## config.mk

```make
export PLATFORM = sky130hd
export DESIGN_NAME = ccr_unit
export DESIGN_NICKNAME = d
export VERILOG_FILES = /design/src/rtl/ccr_unit.sv
export SDC_FILE = /design/constraint.sdc
export NUM_CORES = 1
export LEC_CHECK = 0
export CAP_MARGIN = 20
export CORE_AREA = 8 8 58 109
export DETAILED_ROUTE_END_ITERATION = 8
export DIE_AREA = 0 0 66 117
export PLACE_DENSITY = 0.41
export SYNTH_ARGS = -nofsm -noshare
export SYNTH_HDL_FRONTEND = slang
export SYNTH_SLANG_ARGS = --single-unit
```

## constraint.sdc

```tcl
create_clock -name clk -period 4.1 [get_ports clk]
set_clock_uncertainty 0.2 [all_clocks]
set_input_delay 0.615 -clock clk [delete_from_list [all_inputs] [get_ports clk]]
set_output_delay 0.615 -clock clk [all_outputs]
set_load 0.05 [all_outputs]
```

## src/rtl/ccr_unit.sv

```systemverilog
// Condition-code register with a freeze stack for nested interrupts
// and combinational branch resolution from the registered flags.
module ccr_unit #(
  parameter int DEPTH = 4
) (
  input  logic       clk,
  input  logic       rst,
  input  logic [3:0] flagsIn,
  input  logic       flagsWrite,
  input  logic       stall,
  input  logic       intSave,
  input  logic       rtiRestore,
  input  logic [1:0] branchType,
  input  logic       branchValid,
  output logic [3:0] ccr,
  output logic [3:0] freezedCCR,
  output logic       branchTaken,
  output logic       stackFull,
  output logic       stackEmpty,
  output logic       stackError
);

  localparam int SPW = $clog2(DEPTH + 1);

  logic [3:0]     ccr_q, ccr_d;
  logic [SPW-1:0] sp_q, sp_d;
  logic           err_q, err_d;
  logic [3:0]     mem_q [DEPTH];
  logic           full, empty;
  logic           push, pop;
  logic           push_ovf, pop_unf;

  assign full  = (sp_q == SPW'(DEPTH));
  assign empty = (sp_q == '0);

  // Save wins over restore when both arrive together.
  assign push     = intSave & ~stall & ~full;
  assign pop      = rtiRestore & ~intSave & ~stall & ~empty;
  assign push_ovf = intSave & ~stall & full;
  assign pop_unf  = rtiRestore & ~intSave & ~stall & empty;

  // Next-state for flags, stack pointer and sticky error.
  always_comb begin
    ccr_d = ccr_q;
    sp_d  = sp_q;
    err_d = err_q | push_ovf | pop_unf;
    if (flagsWrite && !stall) ccr_d = flagsIn;
    if (push)     sp_d = sp_q + SPW'(1);
    else if (pop) sp_d = sp_q - SPW'(1);
  end

  // State registers, cleared asynchronously.
  always_ff @(posedge clk or negedge rst) begin
    if (!rst) begin
      ccr_q <= '0;
      sp_q  <= '0;
      err_q <= 1'b0;
    end else begin
      ccr_q <= ccr_d;
      sp_q  <= sp_d;
      err_q <= err_d;
    end
  end

  // Stack entries; contents are unobservable until pushed.
  always_ff @(posedge clk) begin
    if (push) begin
      for (int i = 0; i < DEPTH; i++) begin
        if (sp_q == SPW'(i)) mem_q[i] <= ccr_q;
      end
    end
  end

  // Top-of-stack view, zero when empty.
  always_comb begin
    freezedCCR = 4'b0000;
    for (int i = 0; i < DEPTH; i++) begin
      if (sp_q == SPW'(i + 1)) freezedCCR = mem_q[i];
    end
  end

  // Branch resolution from registered flags only.
  always_comb begin
    branchTaken = 1'b0;
    if (branchValid) begin
      unique case (branchType)
        2'b00:   branchTaken = 1'b1;
        2'b01:   branchTaken = ccr_q[0];
        2'b10:   branchTaken = ccr_q[3];
        default: branchTaken = ccr_q[1];
      endcase
    end
  end

  assign ccr        = ccr_q;
  assign stackFull  = full;
  assign stackEmpty = empty;
  assign stackError = err_q;

endmodule

```

==> impl_metrics.ini <==
[global_routing]
antenna_found_initial = 0
grt_usage_pct = 7.19
overflow = 0
grt_max_degree = 15
grt_pass1_vias = 916
grt_pass1_wl_mm = 4.30

[final_layout]
fill_cells = 529
drive_above_1_share_pct = 12.0
area_growth_syn_to_layout_pct = 31.3
layout.nets = 137
antenna_cells = 0
design_area_um2 = 1550

[clock_network]
cts_root_buf = clkbuf_8
clk_latency_ns = 0.26
ctsHoldBuffers = 0
clkTransAtPathRegs_ns = 0.08
clock_path_buffers = 2
cts_resized = 0
clock-sinks = 24
cts_tree = done
cts_max_level = 1
cts-buffers-inserted = 3
cts_setup_buffers = 0

[placed_design]
preCtsSetupSlack_ns = 0.927
place_congestion = 0.746
hpwl_mm = 2.08
numPortBuffers = 24
placed_cell_area_um2 = 1480

[sta]
whs_ns = 0.276
layout_min_cycle_time_ns = 3.45
hold_violations = 0
maxSlewViolCount = 0
rsz0062_at_grt = false
fin_crit_sh_pct = 84.2
postLayoutSetupSlackWorst_ns = 0.649
finalSetupViolations = 0
maxSlewHeadroom_pct = 66.2
fmax_mhz = 290
setup-tns-final_ns = 0
worst_pin_slew_ns = 0.505

[die]
core-area_um2 = 5000
num_rows = 37
dieArea_um2 = 7720
initial_core_util_pct = 23.6
dieWidth_um = 66
die_h_um = 117
pin_count = 25

[route]
drcViolationCount = 0
first_iter_violations = 17
first_pass_iters = 4
post_drt_via_cell_ratio = 4.59
ant_nets = 0
vias = 803
routed_wl_mm = 2.51
wl_per_cell_um = 14.4

[critical_path]
cp-endpoint = freezedCCR[3]
critPathMaxFanout = 12
arrival_ns = 2.64
worstPathRequired_ns = 3.28
r2r-start = sp_q[0]
worst-r2r-cell-count = 4
startpoint = sp_q[2]
r2r_slack_ns = 2.20
start_kind = flop
reg2reg_to = mem_q[0][1]
end_kind = output pin
crit_type = flop to output pin

[synthesis]
yosysMostFrequentCell = edfxtp_1
syn_area_um2 = 1180
synth_cell_types = 31
yosys.area.top_type = edfxtp_1
synth_xor_xnor_area_share_pct = 0.743
yosysWarningCount = 0
synth_edf_count = 16
synth_top_area_share_pct = 40.8
yosysSeqAreaShare_pct = 57.7
synthTopCellsByCount = edfxtp_1 (16), dfrtp_1 (8), inv_1 (7), ha_1 (6), nor2b_1 (6)
synth_area_leaders = edfxtp_1 (41%), dfrtp_1 (17%), ha_1 (6.4%)
synth_nets = 110
synth_simple_gate_area_share_pct = 12.8
synth_area_per_cell_um2 = 13.0
ys.flop_type = edfxtp_1
synth_mux_area_share_pct = 4.67
synthArstFlopShare_pct = 33.3
synth-seq-cells = 24
synth_top_family_by_area = compound AO/OA/AOI/OAI gates
netlist_instances = 91
synth_compound_gate_area_share_pct = 14.1
synthAdderAreaFrac_pct = 6.37

[pwr]
p_per_area_nw_per_um2 = 696
power.leakage_nw = 0.574
finalPower_w = 0.00108
vdd_drop_max_mv = 0.295

[outcome]
status = completed

[min_path]
min_path_type = flop to flop

[job]
max-cap-violations = 0
worst max-delay path, cell delays in order, from the launching register on:
cell and delay (ns):
dfrtp_1 0.51, inv_1 0.14, ha_1 0.33, nor2b_1 0.33
a22oi_1 0.12, o31ai_1 0.09, clkdlybuf4s50_1 0.84
registers in the layout, indices dropped and copies added, names as in the netlist:
signal,cells
sp_q,3
ccr,4
mem_q,16
stackError,1
metal layers:
| layer | global-route usage (%) | part of all wire (%) |
|---|---|---|
| met4 | 2.58 | 1.3 |
| met1 | 6.97 | 39 |
| met3 | 2.57 | 7.2 |
| met2 | 13.4 | 52 |
| met5 | 0 | 0 |
how the worst min path moves through the flow:
| stage | slack (ns) | from | depth (start not counted) | end |
|---|---|---|---|---|
| 2_1_floorplan | 0.12 | rst | 0 | ccr[0] |
| 3_3_place_gp | 0.26 | stackError | 1 | stackError |
| 3_5_place_dp | 0.27 | stackError | 1 | stackError |
| 4_1_cts | 0.29 | stackError | 1 | stackError |
| 5_1_grt | 0.31 | stackError | 1 | stackError |
| 6_report | 0.28 | stackError | 1 | stackError |
cells by family after synthesis:
group / count (synthesis)
buffers and inverters: 9
and+or+nand+nor: 23
xor gates and xnor gates: 1
muxes: 5
adders and majority gates: 6
DFF: 24
AOI/OAI and AO/OA: 23
cell usage in the layout (no fill, tap or decap), drive strengths merged, types with 2 or more instances in the layout:
cell / synthesis / routed
nor2b: 7 / 7
ha: 6 / 6
edfxtp: 16 / 16
and3: 3 / 3
clkdlybuf4s50: 0 / 24
nand2b: 3 / 3
a21oi: 3 / 3
a22oi: 5 / 5
dfrtp: 8 / 8
o31ai: 4 / 4
clkbuf: 1 / 3
mux2: 4 / 4
inv: 7 / 7
nand2: 2 / 2
a221oi: 4 / 4
o21ai: 3 / 3
cell type report:
class | count | area (um2) | area share [%]
Timing Repair Buffer | 24 | 240 | 15.5
Multi-Input combinational cell | 58 | 457 | 29.5
Clock buffer | 3 | 41.3 | 2.67
Clock inverter | 1 | 30.0 | 1.94
Sequential cell | 24 | 681 | 44.0
Tap cell | 58 | 72.6 | 4.69
Inverter | 7 | 26.3 | 1.70
per-stage QoR:
step / cells / utilization, %
4_1_cts: 175 / 31.0
6_report: 175 / 31.0
2_1_floorplan: 91 / -
5_1_grt: 175 / 31.0
3_3_place_gp: 171 / 29.5
3_5_place_dp: 171 / 29.5
report_power, final:
part           total (W)  leakage (nW)  switching [W]  internal [W]
sequential      0.000346         0.238      0.0000435      0.000303
combinational   0.000529         0.300       0.000336      0.000193
clock           0.000201        0.0357      0.0000708      0.000130
total            0.00108         0.574       0.000451      0.000626
Note: power is estimated with default switching activity, not from simulation.
